**src/rtl/writeback_l6.sv**
```systemverilog
// L6 writeback stage: round-robin arbitration over the X__W pipes into one W register,
// which drives the register-file write and commit message. Optional bypass ports: WRITEBACK_L6_BYPASS_EN.
module writeback_l6 #(
   parameter int p_num_pipes    = 2,
   parameter int p_seq_num_bits = 5
) (
   input  logic                                          clk,
   input  logic                                          rst,
   input  logic [p_num_pipes-1:0]                        X_val,
   output logic [p_num_pipes-1:0]                        X_rdy,
   input  logic [p_num_pipes-1:0][31:0]                  X_pc,
   input  logic [p_num_pipes-1:0][p_seq_num_bits-1:0]    X_seq_num,
   input  logic [p_num_pipes-1:0][4:0]                   X_waddr,
   input  logic [p_num_pipes-1:0][31:0]                  X_wdata,
   input  logic [p_num_pipes-1:0]                        X_wen,
   output logic                                          rf_wen,
   output logic [4:0]                                    rf_waddr,
   output logic [31:0]                                   rf_wdata,
   output logic                                          commit_val,
   input  logic                                          commit_rdy,
   output logic [31:0]                                   commit_pc,
   output logic [p_seq_num_bits-1:0]                     commit_seq_num,
   output logic [4:0]                                    commit_waddr,
   output logic [31:0]                                   commit_wdata,
   output logic                                          commit_wen
`ifdef WRITEBACK_L6_BYPASS_EN
   ,
   output logic                                          fwd_val,
   output logic [4:0]                                    fwd_waddr,
   output logic [31:0]                                   fwd_wdata
`endif
);

   localparam int PW = (p_num_pipes > 1) ? $clog2(p_num_pipes) : 1;

   logic                      r_val;
   logic [31:0]               r_pc;
   logic [p_seq_num_bits-1:0] r_seq_num;
   logic [4:0]                r_waddr;
   logic [31:0]               r_wdata;
   logic                      r_wen;
   logic [PW-1:0]             r_ptr;

   logic                      w_can_accept;
   logic                      w_any;
   logic [p_num_pipes-1:0]    w_grant;
   logic [PW-1:0]             w_sel;
   logic [PW-1:0]             w_ptr_nxt;
   logic                      w_xfer;
   logic                      w_eff_wen;

   // Rotating priority in two passes: pipes at or above ptr first, then the wrapped-around ones.
   // NOTE: every signal driven here gets a default first, so no path leaves it unassigned (no latch).
   always_comb begin
      w_grant = '0;
      w_any   = 1'b0;
      w_sel   = '0;
      for (int i = 0; i < p_num_pipes; i++) begin
         if (!w_any && X_val[i] && (PW'(i) >= r_ptr)) begin
            w_grant[i] = 1'b1;
            w_any      = 1'b1;
            w_sel      = PW'(i);
         end
      end
      for (int i = 0; i < p_num_pipes; i++) begin
         if (!w_any && X_val[i] && (PW'(i) < r_ptr)) begin
            w_grant[i] = 1'b1;
            w_any      = 1'b1;
            w_sel      = PW'(i);
         end
      end
   end

   assign w_can_accept = !r_val || commit_rdy;
   assign X_rdy        = w_grant & {p_num_pipes{w_can_accept}};
   assign w_xfer       = w_any && w_can_accept;
   assign w_ptr_nxt    = (w_sel == PW'(p_num_pipes - 1)) ? '0 : w_sel + 1'b1;

   // NOTE: sequential state uses non-blocking assignments so every register samples pre-edge values.
   always_ff @(posedge clk or posedge rst) begin
      if (rst) begin
         r_val     <= 1'b0;
         r_pc      <= '0;
         r_seq_num <= '0;
         r_waddr   <= '0;
         r_wdata   <= '0;
         r_wen     <= 1'b0;
         r_ptr     <= '0;
      end else if (w_xfer) begin
         r_val     <= 1'b1;
         r_pc      <= X_pc[w_sel];
         r_seq_num <= X_seq_num[w_sel];
         r_waddr   <= X_waddr[w_sel];
         r_wdata   <= X_wdata[w_sel];
         r_wen     <= X_wen[w_sel];
         r_ptr     <= w_ptr_nxt;
      end else if (commit_rdy) begin
         r_val     <= 1'b0;
      end
   end

   // Writes to x0 still commit but never reach the register file.
   assign w_eff_wen      = r_wen && (r_waddr != 5'd0);

   assign commit_val     = r_val;
   assign commit_pc      = r_pc;
   assign commit_seq_num = r_seq_num;
   assign commit_waddr   = r_waddr;
   assign commit_wdata   = r_wdata;
   assign commit_wen     = w_eff_wen;

   assign rf_wen         = r_val && commit_rdy && w_eff_wen;
   assign rf_waddr       = r_waddr;
   assign rf_wdata       = r_wdata;

`ifdef WRITEBACK_L6_BYPASS_EN
   assign fwd_val        = r_val && w_eff_wen;
   assign fwd_waddr      = r_waddr;
   assign fwd_wdata      = r_wdata;
`endif

endmodule

```
**config.mk**
```make
export PLATFORM = sky130hd
export DESIGN_NAME = writeback_l6
export DESIGN_NICKNAME = d
export VERILOG_FILES = /design/src/rtl/writeback_l6.sv
export SDC_FILE = /design/constraint.sdc
export NUM_CORES = 1
export LEC_CHECK = 0
export BUFFER_PORTS_ARGS = -buffer_cell sky130_fd_sc_hd__clkbuf_2
export CORE_MARGIN = 5
export CORE_UTILIZATION = 44
export CTS_CLUSTER_DIAMETER = 120
export CTS_CLUSTER_SIZE = 24
export DETAILED_ROUTE_END_ITERATION = 12
export PLACE_DENSITY = 0.82
export SETUP_SLACK_MARGIN = 0.15
export SYNTH_ARGS = -nofsm -noshare
export SYNTH_HDL_FRONTEND = slang
export SYNTH_SLANG_ARGS = --single-unit
```
**constraint.sdc**
```tcl
create_clock -name clk -period 3.6 [get_ports clk]
set_input_delay 1.08 -clock clk [delete_from_list [all_inputs] [get_ports clk]]
set_output_delay 1.08 -clock clk [all_outputs]
set_load 0.005 [all_outputs]
```
# [After elaboration in Yosys (flattened, before gate mapping)]
# Index checks and enable logic that the tools add are counted.
[word_totals] mem_bits_ro=0 n_memories=0 input_bits=155 ram_bits=0 latch_bits=0 reg_bits=77
[op_classes] shift=0 magnitude_cmp=5 mux=22 div_mod_pow=0 bitwise_logic=1 eq_ne=0 addsub=1 reduce_logical=18 mul=0
[ops] operator="$mux 32" count=4
[ops] operator="$mux 5" count=4
[ops] operator="$mux 1" count=14
[ops] operator="$logic_and 1x1->1" count=11
[ops] operator="$reduce_bool 5->1" count=1
[ops] operator="$logic_not 1->1" count=4
[ops] operator="$and 2x2->2" count=1
[ops] operator="$ge 1x1->1 const A" count=2
[ops] operator="$lt 1x1->1 const A" count=2
[ops] operator="$lt 1x2->1 const B" count=1
[ops] operator="$reduce_bool 2->1" count=1
[ops] operator="$add 1x1->1 const B" count=1
[ops] operator="$logic_or 1x1->1" count=1

# [Logic depth before layout (Yosys ltp)]
[logic_depth] ltp_word=17 mapped_depth=6 ltp_nobuf=3

# [Worst setup path before layout]
# No wires, ideal clock.
[synth_timing] path_kind="input port to output port" startpoint="input port X_val[0]" endpoint="output port X_rdy[1]" setup_slack_ns=0.718 path_stages=5 t_arrival_ns=1.802 n_path_buf=3 required_time_ns=2.520 path_cell_list="nand2b_1 buf_2 buf_6 clkbuf_1 and3_1"
[synth_between] elab_chain_len=15 word_cells_on_any_way=16
[synth_lines] item="start: declaration" line_no="9" rtl="input logic [p_num_pipes-1:0] X_val,"
[synth_lines] item="$logic_and 1x1->1" line_no="59" rtl="if (!w_any && X_val[i] && (PW'(i) >= r_ptr)) begin"
[synth_lines] item="$mux 1" line_no="59"
[synth_lines] item="$logic_not 1->1" line_no="59"
[synth_lines] item="$logic_and 1x1->1 (2 in a row)" line_no="59"
[synth_lines] item="$mux 1" line_no="59"
[synth_lines] item="$logic_not 1->1" line_no="66" rtl="if (!w_any && X_val[i] && (PW'(i) < r_ptr)) begin"
[synth_lines] item="$logic_and 1x1->1 (2 in a row)" line_no="66"
[synth_lines] item="$mux 1" line_no="66"
[synth_lines] item="$logic_not 1->1" line_no="66"
[synth_lines] item="$logic_and 1x1->1 (2 in a row)" line_no="66"
[synth_lines] item="$mux 1 *" line_no="66"
[synth_lines] item="$and 2x2->2 *" line_no="75" rtl="assign X_rdy = w_grant & {p_num_pipes{w_can_accept}};"
[synth_lines] item="end: declaration" line_no="10" rtl="output logic [p_num_pipes-1:0] X_rdy,"
# Every way passes the cells marked *; elsewhere a longest branch is shown, timed or not.

# [Final worst setup path]
[layout_timing] startpoint="input port commit_rdy" endpoint="output port X_rdy[0]"
[layout_between] elab_chain_len=2
[layout_lines] item="start: declaration" line_no="20" rtl="input logic commit_rdy,"
[layout_lines] item="$logic_or 1x1->1" line_no="74" rtl="assign w_can_accept = !r_val || commit_rdy;"
[layout_lines] item="$and 2x2->2" line_no="75"
# Every way passes these cells.

==> results.toml <==
[run_status]
status = "finished clean"

[pwr]
power.share.clock_pct = 24.0
maximum_vdd_drop_mv = 0.209
sequentialPowerShare_pct = 44.7
internal_power_mw = 1.70
power_density_mw_per_mm2 = 430
total_switching_power_uw = 801
comb_power_share_pct = 31.3
power_switching_share_pct = 32.0
static-leakage-power_nw = 2.71

[final_layout]
finalCoreUtilization_pct = 57.4
drive_above_1_share_pct = 48.9
insertedDiodeCount = 0
post_layout_nonfiller_instances = 749
layout_area_overhead_pct = 29.2
nets = 763

[detailed_routing]
antenna_nets_post_route = 0
drt_iter0_markers = 401
wl_per_cell_um = 19.3
drt-pass1-iter-count = 7
detailroute.via_count = 4414
maxUsedRoutingLayer = "met5"
met3_length_um = 1170
met1_routed_wirelength_after_detailed_routing_um = 5600
routed_wire_length_um = 14400
routed-wl-met2_um = 7400
drt-vias-per-instance = 5.89
drc = 0

[clocking]
post_cts.resized_instances = 0
clock_tree.root_cell = "sky130_fd_sc_hd__clkbuf_8"
clock-sinks = 77
clkSlewWorstSetupHoldPaths_ns = 0.08
cts-hold-fix-buffers = 0
worstSkewPairLatency_ns = 0.34
cts_buffers = 9
tritoncts = "yes"
clock_tree.htree_level_count = 3
cts.repair_timing.setup_buffer_count = 0
cts.path.max_buffers = 2

[global_route]
antenna_violations_before_repair = 1
number_of_global_route_vias_before_repair = 4382
grt_remaining_overflow = 0
gr-usage-all-layers_pct = 22.3
grt_pass1_wl_um = 23000
largest_net_degree_at_the_start_of_global_routing = 151

[synthesis]
ys_seq_elements = 77
synth_area_per_inst_um2 = 10.9
synth_top_cell_area_share_pct = 42.7
yosys_warnings = 0
netlist.top_cell.by_area = "sky130_fd_sc_hd__dfrtp_1"
syn-num-nets = 567
synth_cell_type_count = 20
yosysSeqAreaShare_pct = 42.7
synth.area.top_cells = "sky130_fd_sc_hd__dfrtp_1 43%, sky130_fd_sc_hd__a311o_1 17%, sky130_fd_sc_hd__o22a_1 15%"
syn_inst = 412
post_synth_instance_area_mm2 = 0.00451

[setup_path]
setup.reg_to_reg.worst_slack_ns = 1.97
critical_path.max_fanout = 5
timing.critical_path.arrival_ns = 1.81
end_kind = "output port"
cp-start-kind = "input port"
crit_type = "in2out"
timing.critical_path.required_ns = 2.52

[timing]
finalHoldWorstSlack_ns = 0.514
finalCriticalPeriod_ns = 2.89
timing.final.crit_share_pct = 80.4
final_critical_path_setup_slack_ns = 0.705
max_slew_margin_pct = 62.3
max_freq_ghz = 0.345
rsz0062_at_grt = "false"
tightest_slew_ns = 0.565
final_report_max_slew_violation_count = 0
worst_skew_ns = 0.0108
count_of_final_hold_check_violations = 0
setup-violations-final = 0
fin_setup_tns_ns = 0

[place]
dp_hpwl_um = 10300
gp_congestion = 0.835
portBuffers = 270
placed_cells_incl_taps = 733
pre_cts_ws_ns = 0.695

[run]
drv_cap = 0

[die]
die_width_um = 111
fp.dieArea_mm2 = 0.0124
initial_utilization_pct = 44.5
design.core.area_mm2 = 0.0101
placement_rows = 37
fp.dieH_um = 111
top_level_ports = 271

[min_path]
timing.hold.worst.class = "reg2reg"
## power groups by stage
| stage | Sequential, mW | Combinational, mW | Clock (mW) |
|---|---|---|---|
| 2_1_floorplan | 1.12 | 0.493 | 0 |
| 3_3_place_gp | 1.12 | 0.773 | 0 |
| 3_5_place_dp | 1.13 | 0.792 | 0 |
| 4_1_cts | 1.12 | 0.794 | 0.623 |
| 5_1_grt | 1.14 | 0.859 | 0.657 |
| 6_report | 1.12 | 0.785 | 0.601 |
## routing by layer
layer,global-route usage (%),vias to the layer above
li1,-,2012
met1,27.6,2170
met2,38.0,208
met3,5.84,22
met4,6.81,2
met5,0,-
## final cells by class
cell class              count  area [um^2]
fillers                   888         4310
multi-input cells         239         2080
flip-flops and latches     77         1930
repair buffers            280         1470
well taps                 136          170
clock buffers              12          155
clock inverters             4         22.5
inverters                   1         5.00
## layout by cell type (no fill, tap or decap), drive strengths merged
cell / instances
clkinv: 4
clkbuf: 281
a21boi: 75
nor2: 2
or4: 1
dfrtp: 77
o21a: 1
a31oi: 1
nand2: 2
o22a: 75
nor2b: 1
a21oi: 2
and3: 2
a311o: 75
nand2b: 2
clkinvlp: 1
buf: 11
## kinds of logic (layout without fill, tap and decap cells)
| kind of cell | after synthesis | in the layout | share of synthesized area, % |
|---|---|---|---|
| AOI/OAI and AO/OA | 229 | 229 | 44.2 |
| buffers and inverters | 96 | 297 | 11.8 |
| DFF | 77 | 77 | 42.7 |
| and+or+nand+nor | 10 | 10 | 1.25 |
## metrics by stage
step           total power, mW  instance area, um^2
2_1_floorplan             1.62                 4510
3_3_place_gp              1.90                 5650
3_5_place_dp              1.93                 5650
4_1_cts                   2.53                 5820
5_1_grt                   2.66                 5820
6_report                  2.50                 5820
## final timing paths
kind / from / to / cells after the start
max: commit_rdy / X_rdy[0] / 5
min: commit_pc[26] / commit_pc[26] / 1
max reg2reg: commit_val / commit_pc[7] / 5
min reg2reg: commit_pc[26] / commit_pc[26] / 1
max in group asynchronous: rst / commit_pc[2] / 3
min in group asynchronous: rst / commit_wdata[8] / 3
## cell usage after synthesis, drive strengths merged
library cell,number
a21boi,75
a311o,75
o21a,1
nand2b,2
buf,58
nand2,2
and3,2
a21oi,2
or4,1
a31oi,1
dfrtp,77
o22a,75
nor2b,1
clkbuf,37
inv,1
nor2,2
## sequential cells by signal, summed over array words and instances (netlist names)
register	cells
commit_wdata	32
commit_val	1
commit_pc	32
r_wen	1
commit_waddr	5
r_ptr	1
commit_seq_num	5
## critical path: stages
cell and delay, ns:
sky130_fd_sc_hd__clkbuf_2 0.12, sky130_fd_sc_hd__nand2b_1 0.25, sky130_fd_sc_hd__nand2_1 0.08, sky130_fd_sc_hd__a21oi_1 0.15, sky130_fd_sc_hd__clkbuf_2 0.14
No activity file was read; power rests on OpenSTA's default activity.
